--- src/rtl/regfile_dump_reader_if.sv ---
// Beat stream from the register-file dump reader: {address, data} under valid/ready.
// The master is the dump reader; the slave is the trace or bench consumer.
interface regfile_dump_reader_if #(
    parameter int ADDR_W = 5,
    parameter int DATA_W = 32
);
    logic              outValid;
    logic              outReady;
    logic [ADDR_W-1:0] outAddr;
    logic [DATA_W-1:0] outData;

    modport master (output outValid, output outAddr, output outData, input outReady);
    modport slave  (input outValid, input outAddr, input outData, output outReady);
endinterface

--- src/rtl/regfile_dump_reader.sv ---
// Walks a register range on start and streams {addr,data} beats; REGDUMP_SKIP_ZERO_EN drops r0.
// Latency: start to first outValid is 2 cycles; at most one beat per 2 cycles.
// Backpressure: a beat is held stable in HOLD until outReady; start is ignored while busy.
module regfile_dump_reader #(
    parameter int DATA_W    = 32,
    parameter int ADDR_W    = 5,
    parameter int RF_ADDR_W = 32
) (
    input  logic                 CLK,
    input  logic                 RST_N,
    input  logic                 start,
    input  logic [ADDR_W-1:0]    startAddr,
    input  logic [ADDR_W:0]      count,
    output logic [RF_ADDR_W-1:0] rfAddr,
    input  logic [DATA_W-1:0]    rfData,
    regfile_dump_reader_if.master dump,
    output logic                 busy,
    output logic                 done
);

    typedef enum logic [1:0] {IDLE, READ, HOLD, FIN} state_t;

    state_t             state;
    state_t             stateNxt;
    logic [ADDR_W-1:0]  cur;
    logic [ADDR_W:0]    rem;
    logic [ADDR_W-1:0]  lastAddr;
    logic               outValidQ;
    logic [ADDR_W-1:0]  outAddrQ;
    logic [DATA_W-1:0]  outDataQ;
    logic               skipZero;
    logic               remIsOne;
    logic [ADDR_W-1:0]  addrSel;

`ifdef REGDUMP_SKIP_ZERO_EN
    // r0 is hardwired zero, so its address is consumed without producing a beat.
    assign skipZero = (cur == '0);
`else
    assign skipZero = 1'b0;
`endif

    assign remIsOne = (rem == (ADDR_W+1)'(1));

    // The read port sees cur only while reading; elsewhere it parks on the last address read.
    assign addrSel = (state == READ) ? cur : lastAddr;
    assign rfAddr  = {{(RF_ADDR_W-ADDR_W){1'b0}}, addrSel};

    assign dump.outValid = outValidQ;
    assign dump.outAddr  = outAddrQ;
    assign dump.outData  = outDataQ;
    assign busy          = (state != IDLE);
    assign done          = (state == FIN);

    always_ff @(posedge CLK or negedge RST_N) begin
        if (!RST_N) begin
            state <= IDLE;
        end else begin
            state <= stateNxt;
        end
    end

    always_comb begin
        stateNxt = state;
        unique case (state)
            IDLE: begin
                if (start) begin
                    stateNxt = (count == '0) ? FIN : READ;
                end
            end
            READ: begin
                if (skipZero) begin
                    stateNxt = remIsOne ? FIN : READ;
                end else begin
                    stateNxt = HOLD;
                end
            end
            HOLD: begin
                if (dump.outReady) begin
                    stateNxt = remIsOne ? FIN : READ;
                end
            end
            FIN: begin
                stateNxt = IDLE;
            end
            default: stateNxt = IDLE;
        endcase
    end

    always_ff @(posedge CLK or negedge RST_N) begin
        if (!RST_N) begin
            cur       <= '0;
            rem       <= '0;
            lastAddr  <= '0;
            outValidQ <= 1'b0;
            outAddrQ  <= '0;
            outDataQ  <= '0;
        end else begin
            unique case (state)
                IDLE: begin
                    if (start && (count != '0)) begin
                        cur <= startAddr;
                        rem <= count;
                    end
                end
                READ: begin
                    lastAddr <= cur;
                    if (skipZero) begin
                        cur <= cur + 1'b1;
                        rem <= rem - 1'b1;
                    end else begin
                        outDataQ  <= rfData;
                        outAddrQ  <= cur;
                        outValidQ <= 1'b1;
                    end
                end
                HOLD: begin
                    if (dump.outReady) begin
                        outValidQ <= 1'b0;
                        cur       <= cur + 1'b1;
                        rem       <= rem - 1'b1;
                    end
                end
                default: begin
                end
            endcase
        end
    end

endmodule

--- src/flat_wrapper.sv ---
// flat-port wrapper written by rule: the top's interface ports become plain ports
module regfile_dump_reader_flat 
#(
    parameter int DATA_W    = 32,
    parameter int ADDR_W    = 5,
    parameter int RF_ADDR_W = 32
)
  (CLK, RST_N, start, startAddr, count, rfAddr, rfData, busy, done, dump_outValid, dump_outAddr, dump_outData, dump_outReady);
  regfile_dump_reader_if #(.ADDR_W(ADDR_W), .DATA_W(DATA_W)) dump_i ();
  input  logic CLK;
  input  logic RST_N;
  input  logic start;
  input  logic [ADDR_W-1:0] startAddr;
  input  logic [ADDR_W:0] count;
  output logic [RF_ADDR_W-1:0] rfAddr;
  input  logic [DATA_W-1:0] rfData;
  output logic busy;
  output logic done;
  output wire logic [$bits(dump_i.outValid)-1:0] dump_outValid;
  output wire logic [$bits(dump_i.outAddr)-1:0] dump_outAddr;
  output wire logic [$bits(dump_i.outData)-1:0] dump_outData;
  input wire logic [$bits(dump_i.outReady)-1:0] dump_outReady;
  assign dump_outValid = dump_i.outValid;
  assign dump_outAddr = dump_i.outAddr;
  assign dump_outData = dump_i.outData;
  assign dump_i.outReady = dump_outReady;
  regfile_dump_reader #(.DATA_W(DATA_W), .ADDR_W(ADDR_W), .RF_ADDR_W(RF_ADDR_W)) u_core (.CLK(CLK), .RST_N(RST_N), .start(start), .startAddr(startAddr), .count(count), .rfAddr(rfAddr), .rfData(rfData), .dump(dump_i), .busy(busy), .done(done));
endmodule
--- config.mk ---
export PLATFORM = sky130hd
export DESIGN_NAME = regfile_dump_reader_flat
export DESIGN_NICKNAME = d
export VERILOG_FILES = /design/src/rtl/regfile_dump_reader_if.sv /design/src/rtl/regfile_dump_reader.sv /design/src/flat_wrapper.sv
export SDC_FILE = /design/constraint.sdc
export NUM_CORES = 1
export LEC_CHECK = 0
export CAP_MARGIN = 40
export CORE_UTILIZATION = 42
export DETAILED_ROUTE_END_ITERATION = 6
export GPL_ROUTABILITY_DRIVEN = 0
export GPL_TIMING_DRIVEN = 0
export PLACE_DENSITY = 0.91
export REMOVE_ABC_BUFFERS = 1
export SLEW_MARGIN = 10
export SYNTH_ARGS = -nofsm -noshare
export SYNTH_HDL_FRONTEND = slang
export SYNTH_SLANG_ARGS = --single-unit
--- constraint.sdc ---
create_clock -name CLK -period 1.7 [get_ports CLK]
set_input_delay 0.51 -clock CLK [delete_from_list [all_inputs] [get_ports CLK]]
set_output_delay 0.51 -clock CLK [all_outputs]
set_load 0.01 [all_outputs]
# Word level (Yosys, flattened, before mapping)
# Index checks and enable logic that the tools add are counted.
[classes]
add_sub_neg = 2
eq_ne = 7
mux = 14
reduce_logical = 10
[ops]
columns = ["cell", "n"]
rows = [
  ["$mux W5", 3],
  ["$mux W6", 2],
  ["$pmux W6 S2", 1],
  ["$pmux W5 S2", 1],
  ["$mux W2", 4],
  ["$pmux W2 S4", 1],
  ["$eq A6 B1 Y1 const B", 1],
  ["$logic_not A6 Y1", 1],
  ["$reduce_bool A2 Y1", 3],
  ["$reduce_bool A6 Y1", 1],
  ["$sub A6 B1 Y6 const B", 1],
  ["$add A5 B1 Y5 const B", 1],
  ["$eq A2 B2 Y1 const B", 2],
  ["$ne A2 B2 Y1 const B", 2],
  ["$reduce_and A2 Y1", 2],
  ["$reduce_and A3 Y1", 1],
  ["$eq A2 B1 Y1 const B", 1],
  ["$logic_not A2 Y1", 1],
  ["$ne A2 B1 Y1 const B", 1],
  ["$pmux W1 S2", 1],
  ["$logic_and A1 B1 Y1", 1],
  ["$mux W1", 1],
]
[totals]
ff_bits = 56
input_bits = 47
output_inout_bits = 72

# Logic depth before layout (Yosys ltp)
[logic_depth]
word_depth = 4
ltp_mapped = 6

# Least setup slack after synthesis
# No wires, ideal clock.
[synth_path]
kind = "reg2out"
start = "register u_core.state[0]"
end = "output port rfAddr[0]"
t_arrival_ps = 1166
required_ps = 1190
slack_ps = 24
stages_incl_launch_ff = 7
n_path_buf = 3
path_cell_list = "dfrtp_1 buf_4 nand2b_1 clkbuf_1 buf_2 nand2_1 nand2_1"
[synth_via]
elab_chain_len = 2
[synth_rtl]
columns = ["item", "line_no", "rtl"]
rows = [
  ["start: declaration", "regfile_dump_reader.sv:23", "state_t state;"],
  ["start signal: assignment", "regfile_dump_reader.sv:58", "state <= stateNxt;"],
  ["$eq A2 B1 Y1", "regfile_dump_reader.sv:45", "assign addrSel = (state == READ) ? cur : lastAddr;"],
  ["$mux W5", "regfile_dump_reader.sv:45", ""],
  ["end: declaration", "flat_wrapper.sv:15", "output logic [RF_ADDR_W-1:0] rfAddr;"],
]
# No other way between the ends.

# Final worst setup path
[layout_path]
start = "register u_core.state[0]"
end = "output port rfAddr[2]"
# The elaborated chain is that of the path after synthesis.

==> flow_summary.json <==
{
  "status": "finished, violations left",
  "violations": "setup timing",
  "p_switching_mw": 3.04,
  "synth_area_leader_cell": "dfrtp_1",
  "swShare_pct": 39.7,
  "synth_edf_count": 0,
  "cts_root_buf": "clkbuf_8",
  "clk_pin_slew_ns": 0.10,
  "wl_per_cell_um": 14.1,
  "dr.pass1.iters": 4,
  "grt_antenna_before_repair": 0,
  "tightest_slew_ns": 0.574,
  "worstPathMaxFanout": 4,
  "grt_pass1_wl_mm": 10.5,
  "synth_area_um2": 2650,
  "yosys_warnings": 0,
  "power.share.clock_pct": 9.2,
  "die-area_um2": 6640,
  "synth-async-reset-ratio_pct": 100,
  "finalInstanceArea_um2": 4170,
  "powerDensity_nw_per_um2": 1840,
  "nets": 479,
  "gr-total-overflow": 0,
  "slew_viol_final": 0,
  "leakage_nw": 2.18,
  "ys_seq_elements": 56,
  "synth.distinct_cells": 35,
  "n_antenna_cell": 0,
  "pin_count": 119,
  "coreArea_um2": 5990,
  "crit_path_start_kind": "register",
  "fin_crit_sh_pct": 112,
  "hpwl_mm": 4.35,
  "cts_tree": "done",
  "netlist.area_leader.share_pct": 52.8,
  "total_power_mw": 7.66,
  "vdd.ir_drop.worst_mv": 1.10,
  "setup_violations": 20,
  "vias": 2408,
  "cts_buffer_depth": 2,
  "die_w_um": 81.5,
  "std_cell_rows": 28,
  "p_int_mw": 4.62,
  "grt_pass1_vias": 2196,
  "maxCapViolations": 0,
  "place_area_um2": 3520,
  "ys_seq_area_share_pct": 52.8,
  "required_ns": 1.19,
  "cts_max_level": 2,
  "grt_max_degree": 32,
  "critical_path_arrival_ns": 1.39,
  "hold_viol": 0,
  "routed_wl_mm": 7.12,
  "worst_clock_skew_ns": 0.00914,
  "synthFlopType": "dfrtp_1",
  "drc": 0,
  "synth_area_per_cell_um2": 8.87,
  "cts.sinks": 56,
  "slew_headroom_pct": 61.8,
  "pre_cts_ws_ns": -0.992,
  "grt_use_total_pct": 21.0,
  "viasPerCell": 4.77,
  "start_util_pct": 44.3,
  "ant_nets": 0,
  "max_clock_freq_ghz": 0.527,
  "synthCells": 299,
  "numCtsBuffers": 5,
  "fin_ws_ns": -0.197,
  "period_needed_ns": 1.90,
  "layout-drive-gt1-share_pct": 22.3,
  "cp-end-kind": "output pin",
  "io_buffers": 91,
  "clk_latency_ns": 0.31,
  "pwr-share-seq_pct": 32.0,
  "hold_class": "input port to asynchronous set/reset pin",
  "crit_type": "register to output pin",
  "ys_top_cells_by_area": "dfrtp_1 (53%), nand2_1 (18%), buf_4 (7.9%)",
  "drt_iter0_markers": 92,
  "area_delta_synth_final_pct": 57.2,
  "rsz0062_at_grt": "true",
  "die_height_um": 81.5,
  "pwr-share-comb_pct": 58.8
}
## per-stage QoR
step                TNS [ns]  hold WS [ns]  util (%)  std cells
global placement     -159.75         0.454      58.0        450
global route           -3.56         0.221      69.6        505
floorplan             -24.18         0.214         -        284
CTS                    -1.14         0.208      66.0        493
detailed placement    -10.59         0.461      58.8        452
finish                 -2.44         0.189      69.6        505
## critical path, stage by stage (launching register included)
cell and delay (ns):
dfrtp_4 0.46, nor2b_4 0.25, buf_6 0.15, nand2_4 0.06, nand2_4 0.07, buf_6 0.10
## cell families after synthesis
group / share of synthesized area (%)
flops: 52.8
simple gates: 24.9
mux: 0.377
fa+ha+maj: 1.42
other cells: 0.141
compound gates: 9.29
buf+inv: 11.1
## flip-flops by register name, indices dropped and copies added, names as in the netlist
name / count
u_core.cur: 5
u_core.dump.outAddr: 5
u_core.dump.outData: 32
u_core.dump.outValid: 1
u_core.lastAddr: 5
u_core.rem: 6
u_core.state: 2
## synthesized netlist by cell type, types with 2 or more instances
cell      number
nor3_1         4
and2_1         2
nor2b_1        2
o21ai_0        6
buf_2          7
o21ai_1        2
a21oi_1       14
nand3_1        5
inv_1          3
nand2_1      130
o22ai_1        3
buf_6          2
a22o_1         2
dfrtp_1       56
nand2b_1       3
a21o_1         2
ha_1           3
nor2_1         6
buf_4         28
clkbuf_1       4
## metal layers
metal	part of all wire (%)	GRT usage [%]	wire (um)
met1	40	25.3	2880
met2	52	38.4	3720
met3	6.6	4.56	469
met4	0.65	4.11	46
met5	0	0	0
## cells in the final DEF (no fill, tap or decap), drive strengths merged, types with 6 or more instances in the layout
cell / synthesis / final
a21oi: 14 / 14
buf: 37 / 53
clkdlybuf4s50: 0 / 40
conb: 1 / 27
dfrtp: 56 / 56
dlygate4sd2: 0 / 37
dlymetal6s2s: 0 / 6
nand2: 131 / 131
nand2b: 4 / 6
nor2: 6 / 6
o21ai: 8 / 8
## cell type report
class	instances	area [um2]
sequential	56	1410
fill	479	1820
tap	75	93.8
inverter	3	11.3
clock buffer	5	68.8
timing repair buffer	136	1330
clock inverter	3	18.8
multi-input combinational	227	1240
## path summary, 6_finish.rpt
path / from / to / slack (ns) / depth (start not counted)
worst max register to register: u_core.state[0] / u_core.cur[2] / -0.18 / 8
worst max-delay path: u_core.state[0] / rfAddr[2] / -0.20 / 5
max in group asynchronous: RST_N / u_core.state[0] / 0.92 / 2
worst min-delay path: RST_N / u_core.dump.outData[6] / 0.19 / 1
worst min register to register: u_core.dump.outData[20] / u_core.dump.outData[20] / 0.48 / 2
min in group CLK: u_core.dump.outData[20] / u_core.dump.outData[20] / 0.48 / 2
## repair_timing
item	4_1_cts	5_1_grt
cloned	2	0
resized for setup	105	32
pin swaps	6	11
hold buffers	0	0
buffers inserted	33	13
endpoints found under the setup margin	77	22
## power by group through the flow
stage / Clock [mW] / Combinational, mW / Sequential (mW)
final: 0.706 / 4.51 / 2.45
after detailed placement: 0 / 3.33 / 2.47
after CTS: 0.743 / 4.06 / 2.41
after floorplan: 0 / 1.43 / 2.62
after global placement: 0 / 3.14 / 2.44
after global routing: 0.794 / 4.89 / 2.53
Note: power is estimated with default switching activity, not from simulation.
